## src/rtl/alu_pkg.sv

```systemverilog
// Shared ALU command encoding and opcode legality check for the pipeline and the issuer.
package alu_pkg;

    localparam logic [7:0] ALU_ADD = 8'h01;
    localparam logic [7:0] ALU_MUL = 8'h02;
    localparam logic [7:0] ALU_CLR = 8'h03;

    localparam int unsigned INSTR_W = 32;

    function automatic logic is_legal_op(input logic [7:0] op);
        return (op == ALU_ADD) || (op == ALU_MUL) || (op == ALU_CLR);
    endfunction

endpackage

```

## src/rtl/instr_issue_if.sv

```systemverilog
// Link between the opcode filter in instr_issue (master) and the instruction FIFO (slave).
interface instr_issue_if
    import alu_pkg::*;
#(
    parameter int unsigned DEPTH = 4
);
    localparam int unsigned LW = $clog2(DEPTH) + 1;

    logic               push;
    logic               pop;
    logic               flush;
    logic [INSTR_W-1:0] wdata;
    logic [INSTR_W-1:0] rdata;
    logic [LW-1:0]      level;

    modport master (output push, pop, flush, wdata, input  rdata, level);
    modport slave  (input  push, pop, flush, wdata, output rdata, level);

endinterface

```

## src/rtl/issue_fifo.sv

```systemverilog
// Circular instruction buffer; pointers wrap modulo DEPTH and level tells full from empty.
module issue_fifo
    import alu_pkg::*;
#(
    parameter int unsigned DEPTH = 4
) (
    input logic          clk,
    input logic          rst_n,
    instr_issue_if.slave fifo
);
    localparam int unsigned AW = $clog2(DEPTH);
    localparam int unsigned LW = AW + 1;

    logic [INSTR_W-1:0] mem_q [DEPTH];
    logic [AW-1:0]      wr_ptr_q, wr_ptr_d;
    logic [AW-1:0]      rd_ptr_q, rd_ptr_d;
    logic [LW-1:0]      level_q, level_d;

    always_comb begin
        wr_ptr_d = wr_ptr_q;
        rd_ptr_d = rd_ptr_q;
        level_d  = level_q;
        if (fifo.flush) begin
            wr_ptr_d = '0;
            rd_ptr_d = '0;
            level_d  = '0;
        end else begin
            if (fifo.push) wr_ptr_d = wr_ptr_q + 1'b1;
            if (fifo.pop)  rd_ptr_d = rd_ptr_q + 1'b1;
            case ({fifo.push, fifo.pop})
                2'b10:   level_d = level_q + 1'b1;
                2'b01:   level_d = level_q - 1'b1;
                default: level_d = level_q;
            endcase
        end
    end

    always_ff @(posedge clk) begin
        if (!rst_n) begin
            wr_ptr_q <= '0;
            rd_ptr_q <= '0;
            level_q  <= '0;
        end else begin
            wr_ptr_q <= wr_ptr_d;
            rd_ptr_q <= rd_ptr_d;
            level_q  <= level_d;
        end
    end

    // Storage is deliberately left out of reset; the head is only meaningful while level != 0.
    always_ff @(posedge clk) begin
        if (fifo.push && !fifo.flush) mem_q[wr_ptr_q] <= fifo.wdata;
    end

    assign fifo.rdata = mem_q[rd_ptr_q];
    assign fifo.level = level_q;

endmodule

```

## src/rtl/instr_issue.sv

```systemverilog
// Host-to-pipeline instruction issuer: filters illegal opcodes, buffers legal ones, tracks the issue PC.
module instr_issue
    import alu_pkg::*;
#(
    parameter int unsigned DEPTH = 4
) (
    input  logic                   clk,
    input  logic                   rst_n,
    input  logic                   host_valid,
    output logic                   host_ready,
    input  logic [7:0]             host_op,
    input  logic [23:0]            host_imm,
    input  logic                   flush,
    output logic                   issue_valid,
    input  logic                   issue_ready,
    output logic [31:0]            issue_instr,
    output logic [31:0]            issue_pc,
    output logic [$clog2(DEPTH):0] level,
    output logic [7:0]             illegal_cnt
);
    localparam int unsigned LW = $clog2(DEPTH) + 1;

    instr_issue_if #(.DEPTH(DEPTH)) fifo_if ();

    issue_fifo #(.DEPTH(DEPTH)) u_fifo (
        .clk   (clk),
        .rst_n (rst_n),
        .fifo  (fifo_if.slave)
    );

    logic        host_accept;
    logic        op_legal;
    logic        do_pop;
    logic [31:0] pc_q, pc_d;
    logic [7:0]  illegal_cnt_q, illegal_cnt_d;

    // host_ready depends only on the registered level, never on issue_ready.
    assign level       = fifo_if.level;
    assign host_ready  = (fifo_if.level != LW'(DEPTH));
    assign issue_valid = (fifo_if.level != '0);
    assign issue_instr = fifo_if.rdata;
    assign issue_pc    = pc_q;
    assign illegal_cnt = illegal_cnt_q;

    assign op_legal    = is_legal_op(host_op);
    assign host_accept = host_valid && host_ready && !flush;
    assign do_pop      = issue_valid && issue_ready && !flush;

    assign fifo_if.push  = host_accept && op_legal;
    assign fifo_if.pop   = do_pop;
    assign fifo_if.flush = flush;
    assign fifo_if.wdata = {host_imm, host_op};

    always_comb begin
        pc_d          = pc_q;
        illegal_cnt_d = illegal_cnt_q;
        if (do_pop) pc_d = pc_q + 32'd1;
        if (host_accept && !op_legal && (illegal_cnt_q != 8'hFF))
            illegal_cnt_d = illegal_cnt_q + 8'd1;
    end

    always_ff @(posedge clk) begin
        if (!rst_n) begin
            pc_q          <= '0;
            illegal_cnt_q <= '0;
        end else begin
            pc_q          <= pc_d;
            illegal_cnt_q <= illegal_cnt_d;
        end
    end

endmodule

```

## config.mk

```make
export PLATFORM = sky130hd
export DESIGN_NAME = instr_issue
export DESIGN_NICKNAME = d
export VERILOG_FILES = /design/src/rtl/alu_pkg.sv /design/src/rtl/instr_issue_if.sv /design/src/rtl/issue_fifo.sv /design/src/rtl/instr_issue.sv
export SDC_FILE = /design/constraint.sdc
export NUM_CORES = 1
export LEC_CHECK = 0
export ABC_AREA = 1
export CAP_MARGIN = 20
export CORE_AREA = 2 2 133 135
export CTS_CLUSTER_DIAMETER = 60
export DETAILED_ROUTE_END_ITERATION = 16
export DIE_AREA = 0 0 135 137
export GPL_TIMING_DRIVEN = 0
export PLACE_DENSITY = 0.67
export SLEW_MARGIN = 20
export SYNTH_ARGS = -nofsm -noshare
export SYNTH_HDL_FRONTEND = slang
export SYNTH_HIERARCHICAL = 1
export SYNTH_SLANG_ARGS = --single-unit
```

## constraint.sdc

```tcl
create_clock -name clk -period 3.9 [get_ports clk]
set_clock_uncertainty 0.15 [all_clocks]
set_input_delay 0.585 -clock clk [delete_from_list [all_inputs] [get_ports clk]]
set_output_delay 0.585 -clock clk [all_outputs]
set_load 0.02 [all_outputs]
```

# ---- Word-level counts from Yosys, hierarchy flattened
# Memories as Yosys holds them, arrays and structs flattened. A register that Yosys moved wholly into a read port is not among the register bits.
# Index checks and enable logic that the tools add are counted.
dict set report word_totals {
  input_bits 37
  elab_cells 40
  regBits 47
  ram_bits 128
  memories 1
  out_inout_bits 77
}
dict set report op_classes {
  bitwise 1
  n_eq_ne 7
  n_mux 5
  add_sub_neg 6
  n_reduce_logical 15
}
# name depth word_bits rd rd_clocked_by_memory_dff write_ports line_no
set mem_list {}
lappend mem_list {u_fifo.mem_q 4 32 1 1 1 issue_fifo.sv:14} ;# logic [INSTR_W-1:0] mem_q [DEPTH];
# cell n
set ops {}
lappend ops {{adder 32 x 1 -> 32 bit, second input constant} 1}
lappend ops {{equality test 8 x 2 -> 1 bit, second input constant} 2}
lappend ops {{adder 8 x 1 -> 8 bit, second input constant} 1}
lappend ops {{equality test 8 x 1 -> 1 bit, second input constant} 1}
lappend ops {{logical AND 1 bit} 8}
lappend ops {{inequality test 8 bit, second input constant} 1}
lappend ops {{case mux 3 bit (2 select lines)} 1}
lappend ops {{adder 2 x 1 -> 2 bit, second input constant} 2}
lappend ops {{2-to-1 mux 2 bit} 2}
lappend ops {{adder 3 x 1 -> 3 bit, second input constant} 1}
lappend ops {{inequality test 3 bit, second input constant} 1}
lappend ops {{nonzero test 3 bit} 1}
lappend ops {{subtractor 3 x 1 -> 3 bit, second input constant} 1}
lappend ops {{equality test 2 x 1 -> 1 bit, second input constant} 1}
lappend ops {{equality test 2 bit, second input constant} 1}
lappend ops {{logical NOT 1 bit} 2}
lappend ops {{logical OR 1 bit} 2}
lappend ops {{2-to-1 mux 1 bit} 2}
lappend ops {{nonzero test 2 bit} 1}
lappend ops {{OR reduction 2 bit} 1}
lappend ops {{inverter 1 bit} 1}

# ---- Depth between registers and ports, before layout
# Gate-level depths: netlist of the first run.
dict set report depth {
  ltp_word 7
  mapped_depth 14
}

# ---- By module
# Netlist of the first run, hierarchy kept.
# module n_inst area_each_um2 cells_each
set by_module_without_submodules {}
lappend by_module_without_submodules {issue_fifo 1 5226.3 369}
lappend by_module_without_submodules {instr_issue 1 2354.8 365}

# ---- Worst setup path after synthesis of the first run
# No wires, ideal clock.
dict set report synth_path {
  kind {flip-flop to flip-flop}
  from {register u_fifo.level_q[1], in the netlist u_fifo/fifo.level[1]}
  to {memory u_fifo.mem_q[0][0] (enable)}
  required_ps 3329
  setup_slack_ps 694
  path_stages_with_launch 7
  synth_period_minus_slack_ps 3206
  arrival_time_ps 2635
  cell_sequence {dfxtp_1 > nor2_4 > nand2_1 > nand3_1 > nor3_1 > nand2_1 > nor2_1}
}
dict set report synth_via {
  elab_chain_len 7
}
# item line_no
set synth_lines {}
lappend synth_lines {{start: declaration} issue_fifo.sv:17} ;# logic [LW-1:0] level_q, level_d;
lappend synth_lines {{start signal: assignment} issue_fifo.sv:46} ;# level_q <= level_d;
lappend synth_lines {{inequality test 3 bit} instr_issue.sv:39} ;# assign host_ready = (fifo_if.level != LW'(DEPTH));
lappend synth_lines {{net host_ready} instr_issue.sv:10} ;# output logic host_ready,
lappend synth_lines {{logical AND 1 bit (2 in series)} instr_issue.sv:46} ;# assign host_accept = host_valid && host_ready && !flush;
lappend synth_lines {{logical AND 1 bit} instr_issue.sv:49} ;# assign fifo_if.push = host_accept && op_legal;
lappend synth_lines {{net fifo_if.push} instr_issue_if.sv:9} ;# logic push;
lappend synth_lines {{logical AND 1 bit} issue_fifo.sv:52} ;# if (fifo.push && !fifo.flush) mem_q[wr_ptr_q] <= fifo.wdata;
lappend synth_lines {{2-to-1 mux 1 bit} issue_fifo.sv:52}
lappend synth_lines {{2-to-1 mux 1 bit (implied by the code)} issue_fifo.sv:52}
lappend synth_lines {{end: declaration} issue_fifo.sv:14}
# The timed path passes the listed nets, and every way through them passes these cells.

==> summary.md, run 1 <==
| Metric | Value |
|---|---|
| Clock slew at reported path FFs | `approximately 0.06 ns` |
| PostCTS Resize Cnt | `0` |
| IO Port Bufs | `113` |
| First-pass GRT wire length | `27600 um` |
| Number of global-route vias before repair | `5434` |
| Yosys cell types | `38` |
| CTS Buf Count | `17` |
| Fmax | `~330 MHz` |
| CP Buf/Inv Count | `2` |
| CTS Hold Bufs | `0` |
| Gate Count Post-Synth | `roughly 730` |
| Hold Path Stages | `1` |
| Starting Density | `between 40 and 50%` |
| Pleak | `~3.4 nW` |
| Final setup fails | `0` |
| Multi-input gate area | `~0.0024 mm^2` |
| # fillers | `approximately 1500` |
| Critical Path Sink Type | `primary output` |
| Global Route met3 Usage | `between 4 and 5%` |
| Relative slew margins | `roughly 57%` |
| DR vias/cell | `around 5.1` |
| CP max-delay cell | `clkdlybuf4s50_1` |
| CP Max Fanout | `10` |
| Final net count | `between 900 and 1000` |
| Min Hold Slack | `between 0.3 and 0.4 ns` |
| Grt total ovfl | `0` |
| P per Cell Area | `389 mW/mm^2` |
| Worst Max-Slew Pin Slew | `0.644 ns` |
| RSZ-0062 raised after global routing | `false` |
| Post-CTS Repair Setup Buffers | `0` |
| Startpoint Class | `flop` |
| Area of the die | `0.0185 mm^2` |
| DRT Pass-1 Iters | `5` |
| H-tree Lvls | `4` |
| Final-report hold violation count | `0` |
| Core Footprint | `around 0.017 mm^2` |
| Post-synthesis average cell area | `10.3 um^2` |
| Core Util, Final | `between 50 and 60%` |
| Initial antenna violation count | `1` |
| Status | `completed` |
| HPWL after DPL | `approximately 12000 um` |
| Share of layout cells above drive strength 1 | `around a tenth` |
| Routed Antenna Nets | `0` |
| Routed vias | `between 5000 and 6000` |
| Net Count, Synth | `about 780` |
| Crit path max-delay family | `buffers and inverters` |
| Synth Flop Type | `edfxtp_1` |
| Die width | `between 100 and 150 um` |
| Synth async-reset ratio | `0%` |
| Iteration-0 DRC Markers | `351` |
| Hold Path Origin | `u_fifo/rd_ptr_q[1]$_SDFFE_PP0P_` |
| Max-cap violations | `0` |
| CTS tree | `yes` |
| Pre-CTS setup slack | `approximately 0.44 ns` |
| Final GP Congestion | `slightly below 0.9` |
| Levels on crit path | `4` |
| CP Cell Sequence | `clkbuf_1 > o21ai_0 > o22ai_1 > clkdlybuf4s50_1` |
| Dpl cells | `~1100` |
| Critical path type | `flop to primary output` |
| Yosys reg bits | `between 150 and 200` |
| Gr usage total | `between 15 and 20%` |
| Max Slew Vio Count | `0` |
| Arrival time at the worst endpoint | `2.27 ns` |
| Clk_lat worst skew | `0.43 ns` |
| Met1 Usage GRT | `about 25%` |
| Hold EP | `u_fifo/rd_ptr_q[1]$_SDFFE_PP0P_` |
| Post-synth EDFFs | `128` |
| VDD IR-drop max | `~0.32 mV` |
| Area leader, netlist | `edfxtp_1` |
| FF-to-FF Start | `u_fifo/fifo.level[1]$_SDFFE_PP0P_` |
| Drt total wl | `between 15000 and 20000 um` |
| CTS root buffer | `clkbuf_16` |
| Per-cell routed wire length | `15.7 um` |
| Top cell type's share of synthesized area | `between 50% and 60%` |
| Slowest cell delay on critical path | `around 0.65 ns` |
| Minimum clock period | `between 3 and 4 ns` |
| Area contributors post-synth | `edfxtp_1 (51%), dfxtp_1 (13%), nor2_1 (6.8%)` |
| Worst r2r path cells | `7` |
| Sequential area share after synthesis | `a little under two thirds` |
| Required @ worst endpoint | `roughly 3.2 ns` |
| Die height | `~140 um` |
| Worst Hold Class | `flop to flop` |
| Most frequent cells in the layout | `nor2_1 (133), edfxtp_1 (128), clkdlybuf4s50_1 (113)` |
| Boundary pin count | `~110` |
| Final period util | `between 70% and 80%` |
| Global Route met2 Usage | `around 32%` |
| Most common cell after layout, fill and taps aside | `nor2_1` |
| YS warnings | `6` |
| Antenna diodes | `0` |
| Setup TNS | `0 ns` |
| Reg2Reg Setup Slack | `1.19 ns` |
| Layout area overhead | `28.1%` |
| Non-filler cells, final | `1108` |
| GRT busiest layer | `met2` |
| Post-Syn Area | `roughly 0.0076 mm^2` |
| R2r endpoint | `u_fifo/mem_q[3][29]$_DFFE_PP_` |
| Register area | `between 0.004 and 0.005 mm^2` |
| Clock sinks | `approximately 180` |
| DR DRC count | `0` |
| CTS Buffer Depth | `2` |
| Final WS setup | `~0.89 ns` |
| FP Rows | `48` |
| Pin count of the biggest net entering global routing | `24` |
[cell type report]
type / instances / area share (%)
clock buffers: 18 / 4.42
flip-flops and latches: 177 / 49.7
well taps: 225 / 2.90
multi-input cells: 468 / 24.2
inverters: 66 / 2.63
repair buffers: 117 / 12.7
plain buffers: 23 / 1.86
clock inverters: 14 / 1.60
[cell families (layout without fill, tap and decap cells)]
group                      after synthesis  after routing  share of synthesized area (%)
xor gates and xnor gates                 3              3                          0.347
AOI/OAI and AO/OA                      147            147                           10.6
adders and majority gates                8              8                           1.42
DFF                                    177            177                           63.6
buffers and inverters                   89            238                           5.74
and+or+nand+nor                        310            310                           18.3
[synthesized netlist by cell type (2+ instances only)]
master	count
nor2_1	137
edfxtp_1	128
nand2_1	91
inv_1	53
o21ai_0	51
dfxtp_1	49
o21ai_1	33
o22ai_1	32
nand3_1	29
a21oi_1	23
nand4_1	14
buf_6	10
inv_2	10
nand2_2	9
nor3_1	9
ha_1	7
nor2_2	7
buf_2	6
nor2_4	5
clkbuf_1	4
buf_4	3
o21bai_1	3
a31oi_1	2
and2_1	2
clkinv_1	2
nand3b_1	2
xor2_1	2
[stage by stage]
step                cell area, um^2  total power [W]
floorplan                      7580          0.00208
global placement               8990          0.00214
detailed placement             9130          0.00214
CTS                            9710          0.00381
global route                   9710          0.00390
finish                         9710          0.00378
[worst register-to-register path, delay by kind of cell (launching register included)]
| family | cells | cell delay, ns |
|---|---|---|
| simple gates | 6 | 1.60 |
| flops | 1 | 0.42 |
| buf+inv | 1 | 0.24 |
[worst max path at each step]
stage	startpoint	end	slack, ns
after global placement	host_op[5]	u_fifo/mem_q[0][12]$_DFFE_PP_	-1.08
after detailed placement	host_op[3]	u_fifo/mem_q[3][5]$_DFFE_PP_	0.44
after floorplan	u_fifo/fifo.level[1]$_SDFFE_PP0P_	u_fifo/mem_q[0][0]$_DFFE_PP_	0.69
after CTS	flop	issue_instr[1]	0.83
final	flop	issue_instr[3]	0.89
after global routing	flop	issue_instr[3]	0.71
[state kept, by name, summed over array words and instances (netlist names), named ones only]
register and count:
issue_pc 32, u_fifo/wr_ptr_q 2, u_fifo/fifo.level 3, illegal_cnt 8
u_fifo/rd_ptr_q 2, u_fifo/mem_q 128
[layer usage]
| metal | part of all wire, % | wire [um] |
|---|---|---|
| met5 | 0.080 | 14 |
| met4 | 1.7 | 294 |
| met3 | 5.1 | 882 |
| met2 | 48 | 8390 |
| met1 | 45 | 7860 |
[report_power, final]
group / total, W / switching [W] / internal (W)
sequential: 0.00201 / 0.00000148 / 0.00201
clock: 0.00168 / 0.000728 / 0.000955
combinational: 0.0000824 / 0.0000409 / 0.0000414
No activity file was read; power rests on OpenSTA's default activity.
==> inputs of run 2 (changes only) <==
==> constraint.sdc (replaced) <==
create_clock -name clk -period 2.9 [get_ports clk]
set_clock_uncertainty 0.15 [all_clocks]
set_input_delay 0.435 -clock clk [delete_from_list [all_inputs] [get_ports clk]]
set_output_delay 0.435 -clock clk [all_outputs]
set_load 0.02 [all_outputs]
==> run 2 against run 1 <==
Net effect:
- routed wire length is 0.17% higher
- sequential share of layout area is 0.24 points lower
- register-to-register slack worse by 0.92 ns
- worst hold slack better by 0.0070 ns
- global-route usage stayed put
- core utilization is 0.27 points higher
- critical path type unchanged
- sequential power is 35% higher
- clock-buffer cell count stayed put
==> summary.md, run 2 (same netlist as run 1, synthesis figures left out) <==
| Metric | Value |
|---|---|
| Arrival time at the worst endpoint | `roughly 2.2 ns` |
| Number of global-route vias before repair | `between 5000 and 6000` |
| Final GP Congestion | `just under 0.9` |
| Min Hold Slack | `between 0.3 and 0.4 ns` |
| Per-cell routed wire length | `between 15 and 20 um` |
| Max reg flops | `~130` |
| VDD IR-drop max | `roughly 0.42 mV` |
| Pleak | `around 3.4 nW` |
| Starting Density | `between 40% and 50%` |
| # fillers | `roughly 1500` |
| Die height | `between 100 and 150 um` |
| NetSw | `a little over 0.001 W` |
| Layout area overhead | `28.7%` |
| Seq pwr share | `53.3%` |
| Clock slew at reported path FFs | `~0.06 ns` |
| Crit path max-delay family | `buffers and inverters` |
| Antenna diodes | `0` |
| Minimum clock period | `2.75 ns` |
| Slowest cell delay on critical path | `about 0.65 ns` |
| Max-cap violations | `0` |
| Worst Hold Class | `flop to flop` |
| P per Cell Area | `521 mW/mm^2` |
| Final-report hold violation count | `0` |
| Total Power | `around 0.0051 W` |
| Area after DPL | `0.00913 mm^2` |
| Most frequent cells in the layout | `nor2_1 (133), edfxtp_1 (128), clkdlybuf4s50_1 (113)` |
| Die width | `between 100 and 150 um` |
| HPWL after DPL | `about 12000 um` |
| Final setup fails | `0` |
| Status | `completed` |
| Final net count | `919` |
| H-tree Lvls | `4` |
| Clock sinks | `approximately 180` |
| Initial antenna violation count | `1` |
| CTS root buffer | `clkbuf_16` |
| Non-filler cells, final | `about 1100` |
| Grt total ovfl | `0` |
| Pre-CTS setup slack | `-0.409 ns` |
| Final instance area | `between 0.009 and 0.01 mm^2` |
| Routed Antenna Nets | `0` |
| CTS tree | `yes` |
| CP Buf/Inv Count | `2` |
| Startpoint Class | `flop` |
| P_int | `just over 0.004 W` |
| Sw Ratio | `a little over 20%` |
| Most common cell after layout, fill and taps aside | `nor2_1` |
| Max Slew Vio Count | `0` |
| Logic pwr share | `2.2%` |
| CTS Buf Count | `17` |
| Drt total wl | `17500 um` |
| Multi-input gate area | `around 0.0024 mm^2` |
| Critical path type | `flop to primary output` |
| CP Cell Sequence | `buf_2 > o21ai_0 > o22ai_1 > clkdlybuf4s50_1` |
| Clock share of power | `between 40 and 50%` |
| FP Rows | `48` |
| Fmax | `364 MHz` |
| Routed vias | `around 5700` |
| Required @ worst endpoint | `2.32 ns` |
| DR vias/cell | `5.11` |
| DR DRC count | `0` |
| Boundary pin count | `114` |
| CTS Buffer Depth | `2` |
| DRT Pass-1 Iters | `5` |
| CP Max Fanout | `10` |
| Share of layout cells above drive strength 1 | `between 10% and 20%` |
| Pin count of the biggest net entering global routing | `24` |
| RSZ-0062 raised after global routing | `false` |
| Final period util | `~95%` |
| Clk_lat worst skew | `0.43 ns` |
| Core Footprint | `between 0.015 and 0.02 mm^2` |
| Dpl cells | `approximately 1100` |
| First-pass GRT wire length | `27600 um` |
| Gr usage total | `approximately 20%` |
| Final WS setup | `between 0.1 and 0.15 ns` |
| Register area | `0.00482 mm^2` |
| Iteration-0 DRC Markers | `roughly 380` |
| Area of the die | `about 0.018 mm^2` |
| Most flop-heavy register | `u_fifo/mem_q` |
| Worst Max-Slew Pin Slew | `between 0.5 and 0.6 ns` |
| Critical Path Sink Type | `primary output` |
| CP max-delay cell | `clkdlybuf4s50_1` |
| Relative slew margins | `roughly 64%` |
| IO Port Bufs | `between 100 and 150` |
[run 2: cell count changes in the layout (fill, tap and decap cells not counted)]
cell	previous run	this run
buf_4	3	6
buf_12	1	2
buf_2	6	5
clkbuf_1	5	4
clkbuf_2	0	1
clkbuf_4	0	1
[run 2: worst register-to-register path: cells and delay by family (launching register included)]
family	cells	cell delay, ns
and+or+nand+nor	6	1.50
DFF	1	0.42
buffers and inverters	1	0.24
[run 2: area by class of cell]
class,instances,area share [%]
flip-flops and latches,177,49.4
multi-input cells,468,24.1
repair buffers,121,13.1
clock buffers,18,4.40
well taps,225,2.89
inverters,66,2.62
plain buffers,23,1.89
clock inverters,14,1.59
[run 2: layer usage]
layer / vias to the layer above / wire length (um) / global-route usage, %
met5: - / 14 / 0
met3: 25 / 950 / 4.04
met4: 2 / 275 / 7.29
met2: 188 / 8380 / 32.3
li1: 2814 / - / -
met1: 2648 / 7850 / 25.5
[run 2: final timing paths]
kind                                                   startpoint                         endpoint  slack [ns]  cells after the start
worst max register to register  u_fifo/fifo.level[1]$_SDFFE_PP0P_    u_fifo/mem_q[0][29]$_DFFE_PP_        0.27                      7
worst max-delay path                                         flop                   issue_instr[1]        0.15                      4
worst min-delay path              u_fifo/rd_ptr_q[1]$_SDFFE_PP0P_  u_fifo/rd_ptr_q[1]$_SDFFE_PP0P_        0.31                      1
worst min register to register    u_fifo/rd_ptr_q[1]$_SDFFE_PP0P_  u_fifo/rd_ptr_q[1]$_SDFFE_PP0P_        0.31                      1
[run 2: repair_timing]
| action | 4_1_cts | 5_1_grt |
|---|---|---|
| hold buffers | 0 | 0 |
| endpoints found under the setup margin | 2 | 34 |
| pin swaps | 0 | 2 |
| resized for setup | 1 | 1 |
| buffers inserted | 0 | 4 |
[run 2: power groups by stage]
stage	logic, W	clock network, W	registers, W
floorplan	0.0000264	0	0.00277
global route	0.000122	0.00241	0.00271
finish	0.000111	0.00226	0.00271
detailed placement	0.000112	0	0.00277
CTS	0.000112	0.00230	0.00271
global placement	0.000110	0	0.00277
[run 2: per-stage QoR]
| step | utilization, % | TNS [ns] |
|---|---|---|
| 4_1_cts | 56.9 | 0 |
| 2_1_floorplan | - | -39.16 |
| 6_report | 57.2 | 0 |
| 3_3_place_gp | 52.7 | -241.95 |
| 3_5_place_dp | 53.5 | -32.21 |
| 5_1_grt | 57.2 | 0 |
==> inputs of run 3 (changes only) <==
--- a/config.mk
+++ b/config.mk
@@ -7,12 +7,14 @@
 export LEC_CHECK = 0
 export ABC_AREA = 1
 export CAP_MARGIN = 20
-export CORE_AREA = 2 2 133 135
+export CELL_PAD_IN_SITES_DETAIL_PLACEMENT = 2
+export CELL_PAD_IN_SITES_GLOBAL_PLACEMENT = 2
+export CORE_AREA = 2 2 153 155
 export CTS_CLUSTER_DIAMETER = 60
 export DETAILED_ROUTE_END_ITERATION = 16
-export DIE_AREA = 0 0 135 137
+export DIE_AREA = 0 0 155 157
 export GPL_TIMING_DRIVEN = 0
-export PLACE_DENSITY = 0.67
+export PLACE_DENSITY = 0.76
 export SLEW_MARGIN = 20
 export SYNTH_ARGS = -nofsm -noshare
 export SYNTH_HDL_FRONTEND = slang
==> run 3 against run 2 <==
Net effect:
- worst hold slack got worse by 0.0033 ns
- clock power about the same
- first-iteration DRC count decreased by 27%
- setup slack got worse by 0.045 ns
- maximum frequency decreased by 1.6%
- final area increased by 0.99%
- critical path depth unchanged
- die area increased by 32%
- combinational power increased by 8%
- sequential power about the same
- final cell count increased by 5.5%
- largest cell class unchanged
- highest routed layer is now met4
==> summary.md, run 3 (same netlist as run 1, synthesis figures left out) <==
| Metric | Value |
|---|---|
| P per Cell Area | `519 mW/mm^2` |
| Relative slew margins | `58.0%` |
| Final setup fails | `0` |
| Minimum clock period | `2.80 ns` |
| Final-report hold violation count | `0` |
| Critical Path Sink Type | `primary output` |
| HPWL after DPL | `approximately 17000 um` |
| FP Rows | `between 50 and 60` |
| Pin count of the biggest net entering global routing | `20` |
| CTS Buf Count | `17` |
| Pleak | `between 3 and 4 nW` |
| Hold Path Origin | `u_fifo/rd_ptr_q[1]$_SDFFE_PP0P_` |
| DR vias/cell | `~5.2` |
| Min Hold Slack | `between 0.3 and 0.4 ns` |
| Startpoint Class | `flop` |
| Final net count | `919` |
| Sw Ratio | `around a quarter` |
| Boundary pin count | `114` |
| Required @ worst endpoint | `2.32 ns` |
| Grt total ovfl | `0` |
| Non-filler cells, final | `between 1000 and 1500` |
| First-pass GRT wire length | `between 30000 and 40000 um` |
| Initial antenna violation count | `1` |
| Share of layout cells above drive strength 1 | `a little under an eighth` |
| Die height | `around 160 um` |
| DRT Pass-1 Iters | `4` |
| Clock share of power | `around 45%` |
| Most flop-heavy register | `u_fifo/mem_q` |
| Reg2Reg Setup Slack | `approximately 0.33 ns` |
| Clk_lat worst skew | `~0.43 ns` |
| Seq pwr share | `between 50% and 60%` |
| VDD IR-drop max | `slightly below 0.4 mV` |
| CTS Buffer Depth | `2` |
| Final period util | `96.4%` |
| Hold Path Stages | `1` |
| Slowest cell delay on critical path | `about 0.66 ns` |
| CTS tree | `yes` |
| Setup TNS | `0 ns` |
| Global Route met2 Usage | `38.8%` |
| Critical path type | `flop to primary output` |
| Area of the die | `~0.024 mm^2` |
| Most common cell after layout, fill and taps aside | `nor2_1` |
| CP Max Fanout | `10` |
| Met1 Usage GRT | `a little under a quarter` |
| P_int | `0.00392 W` |
| Final GP Congestion | `0.810` |
| Global Route met3 Usage | `3.30%` |
| Arrival time at the worst endpoint | `~2.2 ns` |
| Worst Hold Class | `flop to flop` |
| Clock slew at reported path FFs | `roughly 0.07 ns` |
| R2r endpoint | `u_fifo/mem_q[2][0]$_DFFE_PP_` |
| Clock sinks | `177` |
| DR DRC count | `0` |
| Max reg flops | `between 100 and 150` |
| Layout area overhead | `30.0%` |
| Routed Antenna Nets | `0` |
| IO Port Bufs | `113` |
| Worst Max-Slew Pin Slew | `0.630 ns` |
| Fmax | `358 MHz` |
| RSZ-0062 raised after global routing | `false` |
| Core Footprint | `roughly 0.023 mm^2` |
| CP Cell Sequence | `buf_2 > o21ai_0 > o22ai_1 > clkdlybuf4s50_1` |
| CP max-delay cell | `clkdlybuf4s50_1` |
| Worst r2r path cells | `7` |
| Number of global-route vias before repair | `around 7000` |
| CTS root buffer | `clkbuf_16` |
| GRT busiest layer | `met2` |
| Iteration-0 DRC Markers | `between 200 and 300` |
| CTS Hold Bufs | `0` |
| Dpl cells | `approximately 1100` |
| H-tree Lvls | `4` |
| Starting Density | `33.7%` |
| FF-to-FF Start | `u_fifo/fifo.level[0]$_SDFFE_PP0P_` |
| Per-cell routed wire length | `around 21 um` |
| Logic pwr share | `around 2.3%` |
| Max Slew Vio Count | `0` |
| Routed vias | `6060` |
| Gr usage total | `approximately 21%` |
| Max-cap violations | `0` |
| Die width | `around 160 um` |
| Most frequent cells in the layout | `nor2_1 (133), edfxtp_1 (128), clkdlybuf4s50_1 (110)` |
| NetSw | `about 0.0012 W` |
| Status | `completed` |
| Drt total wl | `between 20000 and 25000 um` |
## run 3: cell types whose count changed in the layout (fill, tap and decap cells not counted), moves of 2 or more
cell | previous run | this run
dlygate4sd2_1 | 0 | 2
clkinv_4 | 4 | 0
clkinvlp_4 | 0 | 3
bufinv_16 | 2 | 0
clkinv_8 | 0 | 3
clkdlybuf4s50_1 | 113 | 110
inv_8 | 2 | 6
## run 3: layout make-up
cell class | instances | area, um^2
Tap cell | 285 | 357
Inverter | 66 | 255
Sequential cell | 177 | 4830
Multi-Input combinational cell | 468 | 2350
Fill cell | 2336 | 12600
Clock buffer | 17 | 425
Antenna cell | 1 | 2.50
Buffer | 23 | 181
Timing Repair Buffer | 121 | 1300
Clock inverter | 15 | 159
## run 3: worst max path at each step
stage / startpoint / endpoint / slack [ns] / cells after the start
finish: flop / issue_instr[27] / 0.10 / 4
global route: flop / issue_instr[31] / 0.04 / 5
CTS: flop / issue_instr[27] / 0.08 / 4
detailed placement: host_op[3] / u_fifo/mem_q[0][18]$_DFFE_PP_ / -0.23 / 7
global placement: host_op[3] / u_fifo/mem_q[3][16]$_DFFE_PP_ / -1.84 / 6
floorplan: u_fifo/fifo.level[1]$_SDFFE_PP0P_ / u_fifo/mem_q[0][0]$_DFFE_PP_ / -0.31 / 6
## run 3: per-layer routing
| metal | vias up | wire length [um] |
|---|---|---|
| li1 | 2823 | - |
| met1 | 3077 | 10200 |
| met2 | 126 | 13000 |
| met3 | 34 | 831 |
| met4 | 0 | 533 |
| met5 | - | 0 |
## run 3: timing repair
action | in CTS | in global routing
gates resized for setup | 4 | 1
buffers inserted | 0 | 4
endpoints found under the hold margin | 0 | 0
endpoints found under the setup margin | 11 | 35
pin swaps | 0 | 2
## run 3: critical path, delay by kind of cell, from the launching register on
| family | cells | cell delay, ns |
|---|---|---|
| AOI/OAI and AO/OA | 2 | 0.44 |
| buffers and inverters | 2 | 0.93 |
| DFF | 1 | 0.42 |
## run 3: through the flow
stage	setup slack (ns)	total power [W]	cell area (um^2)	util [%]
2_1_floorplan	-0.306	0.00279	7580	-
3_3_place_gp	-1.84	0.00288	9070	40.3
3_5_place_dp	-0.233	0.00289	9210	40.9
4_1_cts	0.0770	0.00519	9790	43.5
5_1_grt	0.0379	0.00528	9850	43.8
6_report	0.104	0.00512	9850	43.8
## run 3: power by group through the flow
stage / Sequential [W] / Combinational (W) / Clock (W)
floorplan: 0.00277 / 0.0000264 / 0
global placement: 0.00277 / 0.000110 / 0
detailed placement: 0.00277 / 0.000121 / 0
CTS: 0.00271 / 0.000122 / 0.00236
global route: 0.00271 / 0.000131 / 0.00244
finish: 0.00271 / 0.000120 / 0.00229
